$ cat config.mk
export PLATFORM = sky130hd
export DESIGN_NAME = approx_mul_arbiter
export DESIGN_NICKNAME = d
export VERILOG_FILES = /design/src/rtl/approx_mul_arbiter.sv
export SDC_FILE = /design/constraint.sdc
export NUM_CORES = 1
export LEC_CHECK = 0
export CORE_MARGIN = 2
export CORE_UTILIZATION = 37
export CTS_CLUSTER_SIZE = 16
export DETAILED_ROUTE_END_ITERATION = 8
export MAX_ROUTING_LAYER = met4
export PLACE_DENSITY = 0.84
export SYNTH_ARGS = -nofsm -noshare
export SYNTH_HDL_FRONTEND = slang
export SYNTH_SLANG_ARGS = --single-unit
$ cat constraint.sdc
create_clock -name clk -period 1.95 [get_ports clk]
set_clock_uncertainty 0.1 [all_clocks]
set_input_delay 0.39 -clock clk [delete_from_list [all_inputs] [get_ports clk]]
set_output_delay 0.39 -clock clk [all_outputs]
set_load 0.01 [all_outputs]
$ cat src/rtl/approx_mul_arbiter.sv
// approx_mul_arbiter: round-robin sharing of one external 8x8 multiplier,
// with a registered operand stage and a tagged, backpressured response stage.
module approx_mul_arbiter #(
  parameter int NREQ = 4,
  parameter int IDW  = $clog2(NREQ)
) (
  input  logic              clk,
  input  logic              rst,
  input  logic [NREQ-1:0]   req_valid,
  output logic [NREQ-1:0]   req_ready,
  input  logic [NREQ*8-1:0] req_x,
  input  logic [NREQ*8-1:0] req_y,
  output logic [7:0]        mul_x,
  output logic [7:0]        mul_y,
  input  logic [15:0]       mul_z,
  output logic              rsp_valid,
  input  logic              rsp_ready,
  output logic [IDW-1:0]    rsp_id,
  output logic [15:0]       rsp_z,
  output logic              busy
);
  logic [IDW-1:0] ptr_q, ptr_d, op_id_q, op_id_d, rsp_id_q, rsp_id_d, gnt_id, idx;
  logic [7:0]     mul_x_q, mul_x_d, mul_y_q, mul_y_d;
  logic [15:0]    rsp_z_q, rsp_z_d;
  logic           op_vld_q, op_vld_d, rsp_valid_q, rsp_valid_d;
  logic           adv_r, adv_o, gnt_any, acc;
  // Scan downward so the requester closest after ptr is the last (winning) hit.
  always_comb begin
    gnt_id  = '0;
    gnt_any = 1'b0;
    idx     = '0;
    for (int k = NREQ; k >= 1; k--) begin
      idx = IDW'((int'(ptr_q) + k) % NREQ);
      if (req_valid[idx]) begin
        gnt_any = 1'b1;
        gnt_id  = idx;
      end
    end
  end
  assign adv_r     = !rsp_valid_q || rsp_ready;
  assign adv_o     = !op_vld_q || adv_r;
  assign acc       = adv_o && gnt_any && !rst;
  assign req_ready = acc ? (NREQ'(1) << gnt_id) : '0;
  always_comb begin
    ptr_d       = ptr_q;
    op_vld_d    = op_vld_q;
    op_id_d     = op_id_q;
    mul_x_d     = mul_x_q;
    mul_y_d     = mul_y_q;
    rsp_valid_d = rsp_valid_q;
    rsp_id_d    = rsp_id_q;
    rsp_z_d     = rsp_z_q;
    if (adv_o) op_vld_d = acc;
    if (acc) begin
      ptr_d   = gnt_id;
      op_id_d = gnt_id;
      mul_x_d = req_x[{gnt_id, 3'b000} +: 8];
      mul_y_d = req_y[{gnt_id, 3'b000} +: 8];
    end
    if (adv_r) rsp_valid_d = op_vld_q;
    if (adv_r && op_vld_q) begin
      rsp_z_d  = mul_z;
      rsp_id_d = op_id_q;
    end
  end
  always_ff @(posedge clk) begin
    if (rst) begin
      ptr_q       <= IDW'(NREQ - 1);
      op_vld_q    <= 1'b0;
      op_id_q     <= '0;
      mul_x_q     <= '0;
      mul_y_q     <= '0;
      rsp_valid_q <= 1'b0;
      rsp_id_q    <= '0;
      rsp_z_q     <= '0;
    end else begin
      ptr_q       <= ptr_d;
      op_vld_q    <= op_vld_d;
      op_id_q     <= op_id_d;
      mul_x_q     <= mul_x_d;
      mul_y_q     <= mul_y_d;
      rsp_valid_q <= rsp_valid_d;
      rsp_id_q    <= rsp_id_d;
      rsp_z_q     <= rsp_z_d;
    end
  end
  assign mul_x     = mul_x_q;
  assign mul_y     = mul_y_q;
  assign rsp_valid = rsp_valid_q;
  assign rsp_id    = rsp_id_q;
  assign rsp_z     = rsp_z_q;
  assign busy      = op_vld_q || rsp_valid_q;
endmodule

==> impl_metrics.csv <==
group,metric,value,unit
route,drt-initial-drc-count,63,
yosys,synthTopCellsByCount,"nand2_1 (56), dfxtp_1 (40), mux2i_1 (29)",
floorplanning,core_area,5170,um^2
setup_path,r2r_start,"ptr_q[0]",
grt,met2_usage,0.358,
route,viasPerCell,4.86,
route,wire_per_inst,14.0,um
worst_hold_path,min_path_cells,2,
yosys,syn_area,2010,um^2
yosys,ys_ff_latch,40,
grt,grt_pass1_vias,2191,
timing,relSlewSlack,0.542,
floorplanning,num_io_pins,127,
clock_network,cts.sinks,40,
timing,fin_crit,1940,ps
worst_hold_path,hold_class,"flop to flop",
timing,tightest_slew,684,ps
power_and_ir_drop,irDropWorstVdd,0.324,mV
route,drtPass1Iterations,4,
clock_network,clkTransAtPathRegs,70,ps
yosys,synth_largest_area_cell,"dfxtp_1",
yosys,yosys_warnings,0,
route,vias,2129,
floorplanning,die_area,6050,um^2
route,wl,6.14,mm
yosys,ys_seq_area_frac,0.398,
yosys,synth_edf_count,0,
worst_hold_path,min_to,"op_id_q[0]",
place,hpwl,4.64,mm
timing,period_share,0.996,
power_and_ir_drop,power.density,678,nW/um^2
clock_network,cts-root-buf,"clkbuf_8",
grt,grt.busiest_layer,"met2",
setup_path,r2r_setup_slack,180,ps
finish,final_nets,454,
clock_network,cts_tree,"built",
finish,area_delta_synth_final,81.4,%
grt,grt_max_degree,25,
yosys,synth.top_cell.area_share,0.398,
setup_path,crit_required,1460,ps
yosys,synth.most_common_cell,"nand2_1",
grt,grt_util_met1,0.241,
finish,nFillCells,405,
power_and_ir_drop,leakage,1.47,nW
timing,drv_slew,0,
setup_path,cpMaxStageDelayCell,"dfxtp_2",
grt,grt_use_met3,0.0488,
yosys,yosysUniqueCellTypes,37,
flow_run,maxCapViolCount,0,
power_and_ir_drop,p_total,2.48,mW
grt,antenna_found_initial,0,
route,drc_errors,0,
setup_path,crit_arrival,1450,ps
yosys,ys_dominant_reg_cell,"dfxtp_1",
setup_path,regToRegEndpoint,"mul_x[0]",
worst_hold_path,min_from,"op_id_q[0]",
grt,overflow,0,
place,port_buffers,126,
floorplanning,dieHeight,77.8,um
setup_path,worstPathMaxFanout,3,
floorplanning,rows,26,
clock_network,worstSkewPairLatency,290,ps
floorplanning,start_util,0.389,
setup_path,reg2regPathDepth,7,
setup_path,crit_family,"simple AND/OR/NAND/NOR gates",
clock_network,h-tree-depth,2,
timing,timing_hold_violations_final,0,
finish,diodes,0,
route,ant_nets,0,
setup_path,critPathKind,"flop to output port",
clock_network,clock_path_buffers,2,
finish,drive_gt1_frac,0.201,
yosys,avgSynthCellArea,8.99,um^2
timing,fin_setup_tns,0,ps
floorplanning,die_w,77.8,um
yosys,synth_fp_nets,311,
setup_path,end_kind,"output port",
setup_path,crit_chain,"nor2b_4 -> a21o_4 -> nor2_4 -> o21ai_4 -> nor2_2 -> buf_2",
clock_network,numCtsBuffers,5,
yosys,synthArstFlopShare,0,
setup_path,crit_path_start_kind,"flop",
setup_path,cp_slowest_stage_delay,330,ps
timing,finalSetupViolCount,0,
grt,grt_pass1_wl,9.95,mm
yosys,synth_area_leaders,"dfxtp_1 (40%), mux2i_1 (14%), nand2_1 (10%)",
timing,rsz0062_at_grt,"true",
clock_network,cts_hold_buf,0,
finish,post-route-util,0.706,
place,place_congestion,0.785,
timing,max_freq,515,MHz
yosys,synth_cells,224,
grt,grtUsageTotal,0.209,
setup_path,path_buf_inv,1,
outcome,outcome,"completed",
## cells in the final DEF (no fill, tap or decap), types with 5 or more instances in the layout
| cell | Yosys | final |
|---|---|---|
| dfxtp_1 | 40 | 37 |
| clkbuf_8 | 0 | 5 |
| buf_2 | 4 | 8 |
| o221ai_1 | 8 | 8 |
| clkdlybuf4s50_1 | 0 | 116 |
| o221ai_2 | 8 | 8 |
| nand2_1 | 56 | 55 |
| nor2_1 | 7 | 5 |
| a21oi_1 | 19 | 19 |
| buf_4 | 1 | 21 |
| mux2i_1 | 29 | 29 |
## worst max-delay path by stage
stage / cells past startpoint / from / endpoint
6_report: 6 / rsp_valid / req_ready[0]
5_1_grt: 6 / rsp_valid / req_ready[0]
4_1_cts: 7 / req_valid[1] / req_ready[0]
3_5_place_dp: 6 / req_valid[3] / req_ready[0]
3_3_place_gp: 7 / req_valid[1] / req_ready[0]
2_1_floorplan: 6 / req_valid[2] / req_ready[1]
## routing by layer
metal,part of all wire,wire length [um]
met5,0,0
met4,0.011,69
met3,0.077,474
met2,0.50,3040
met1,0.42,2550
## final cells by class
type / instances / area (um^2) / share of cell area
repair buffers: 150 / 1420 / 0.388
multi-input cells: 165 / 1210 / 0.332
flip-flops and latches: 40 / 807 / 0.221
well taps: 70 / 87.6 / 0.0240
clock buffers: 6 / 72.6 / 0.0199
clock inverters: 2 / 35.0 / 0.00959
inverters: 5 / 21.3 / 0.00582
## state kept, by name, indices dropped and copies added, names as in the netlist
register,flops
rsp_z,16
rsp_id,2
op_id_q,2
op_vld_q,1
mul_x,8
rsp_valid,1
mul_y,8
ptr_q,2
## logic make-up after synthesis
family	share of synthesized area
AND/OR/NAND/NOR	0.209
flip-flops	0.398
buffers and inverters	0.0528
multiplexers	0.144
AO/OA/AOI/OAI	0.196
## through the flow
step | std cells | setup WS [ps] | instance area (um^2) | hold WS, ps
detailed placement | 427 | -771 | 3450 | 339
floorplan | 224 | 77.8 | 2010 | 323
finish | 438 | 7.80 | 3650 | 349
global placement | 427 | -731 | 3450 | 332
CTS | 437 | -44.6 | 3630 | 350
global route | 438 | -79.9 | 3650 | 363
## tightest hold or removal path, stage by stage (launching register included)
cell and delay, ps:
dfxtp_1 320, nand2_1 50, nand2_1 40
## power breakdown
group / total, mW / leakage (nW) / internal, mW / switching, mW
registers: 0.958 / 0.331 / 0.906 / 0.0524
clock network: 0.659 / 0.0552 / 0.380 / 0.279
logic: 0.860 / 1.08 / 0.501 / 0.359
## what timing repair did
item,in CTS,in global routing
resized for setup,48,18
setup endpoints to repair,41,4
cloned,0,0
buffers inserted,2,1
pin swaps,7,8
hold endpoints to repair,0,0
Power figures use the tool's default switching activity.
==> RTL edit: new RTL, same flow settings <==
The parameter `NREQ` goes from 4 to 16.
--- a/src/rtl/approx_mul_arbiter.sv
+++ b/src/rtl/approx_mul_arbiter.sv
@@ -1,7 +1,7 @@
 // approx_mul_arbiter: round-robin sharing of one external 8x8 multiplier,
 // with a registered operand stage and a tagged, backpressured response stage.
 module approx_mul_arbiter #(
-  parameter int NREQ = 4,
+  parameter int NREQ = 16,
   parameter int IDW  = $clog2(NREQ)
 ) (
   input  logic              clk,
Ports: changed (5 resized); port bits go from 127 to 345. The function was not compared with the original's and may differ.
==> RTL edit against the unedited design <==
The run now ends with setup timing left; global-route usage rose by 22 points; sequential cell count rose by 6; count of clock-buffer cells in the layout did not move; routed wire length rose to 7.0 times the old value; synthesized area rose to 3.1 times the old value; non-clock buffer count rose by 488; die area rose to 3.0 times the old value; design area rose to 3.7 times the old value; via count rose to 4.6 times the old value; core utilization rose by 11 points; final cell count rose to 3.6 times the old value; worst setup slack got worse by 2700 ps; largest cell class unchanged.
Power is not shown: default switching activity piles up to over one toggle a cycle in this logic, so the estimate is an artifact.
==> RTL edit: results (changes against the unedited design) <==
\begin{tabular}{lr}
\hline
Metric & Value \\
\hline
\multicolumn{2}{l}{\textbf{Synthesis}} \\
Synthesized instance count & 763 (+240\%) \\
Adder-Cell Fraction of Synth Area & 1.385\% (+1.4 points) \\
Xor and xnor fraction of the mapped netlist area & 2.315\% (+2.3 points) \\
Sequential element share of the synthesized area & 14.56\% (-25 points) \\
\multicolumn{2}{l}{\textbf{Outcome}} \\
Status & finished with violations \\
Violations in the final reports & setup timing \\
\multicolumn{2}{l}{\textbf{Place}} \\
Number of buffers inserted by port buffering & 344 (+170\%) \\
Placed standard-cell area & 11550 sq um (+240\%) \\
\multicolumn{2}{l}{\textbf{Worst setup path}} \\
Critical R2R Capture & mul\_x[4] \\
Top fanout value on the critical path & 18 (+15) \\
WP data arrival & 4710 ps (+3260 ps) \\
Slowest Stage Delay on Critical Path & 570 ps (+240 ps) \\
\multicolumn{2}{l}{\textbf{Finish}} \\
Util after Layout & 81.66\% (+11 points) \\
Fraction of layout instances using a drive strength above 1 & 38.39\% (+18 points) \\
\multicolumn{2}{l}{\textbf{Route}} \\
Routed wirelength normalized by instance count & 27.03 microns (+93\%) \\
Total length of routed met3 wires & 4954 microns (+950\%) \\
Iteration-0 DRC count of the detailed router & 1105 (+1700\%) \\
M1 wire length & 14580 microns (+470\%) \\
\multicolumn{2}{l}{\textbf{GRT}} \\
GRT met2 Usage & 67.23\% (+31 points) \\
Global routing usage summed across all routing layers & 42.40\% (+22 points) \\
Via count of the first global-routing pass & 9440 (+330\%) \\
Largest net degree at the start of global routing & 26 (+4.0\%) \\
Number of antenna violations at the first check in global routing & 14 (+14) \\
\multicolumn{2}{l}{\textbf{Timing}} \\
Worst-case hold slack & 355.0 ps (+5.787 ps) \\
Final Setup Violations & 41 (+41) \\
Setup TNS & -97630 ps (-97630 ps) \\
Post-layout worst setup margin & -2692 ps (-2700 ps) \\
\multicolumn{2}{l}{\textbf{Worst hold path}} \\
Source of the worst hold timing path & rsp\_id[0] \\
Hold endpoint & rsp\_id[0] \\
\multicolumn{2}{l}{\textbf{CTS}} \\
Root Buffer & clkbuf\_16 \\
\hline
\end{tabular}
==> RTL edit: cell count changes after synthesis, moves of 24 or more <==
cell     change
a22oi_1     +24
nor2_1      +69
mux2i_1    +135
nand2_1     +26
a21oi_1     +39
mux4_2      +30
==> RTL edit: area by class of cell <==
class	count	share of cell area, %
sequential	46	6.813
tap	220	2.026
clock inverter	2	0.1013
clock buffer	6	0.9483
timing repair buffer	638	46.08
inverter	11	0.3407
antenna	15	0.2762
multi-input combinational	649	43.41
==> RTL edit: how the worst max path moves through the flow <==
stage / start / endpoint / slack (ps) / cells after the start
after floorplan: ptr_q[1] / req_ready[10] / -2250 / 19
after global placement: req_valid[3] / req_ready[13] / -2690 / 15
after detailed placement: req_valid[0] / req_ready[13] / -2750 / 14
after CTS: ptr_q[1] / mul_y[5] / -2400 / 21
after global routing: ptr_q[1] / mul_x[4] / -2750 / 18
final: ptr_q[1] / mul_x[4] / -2690 / 18
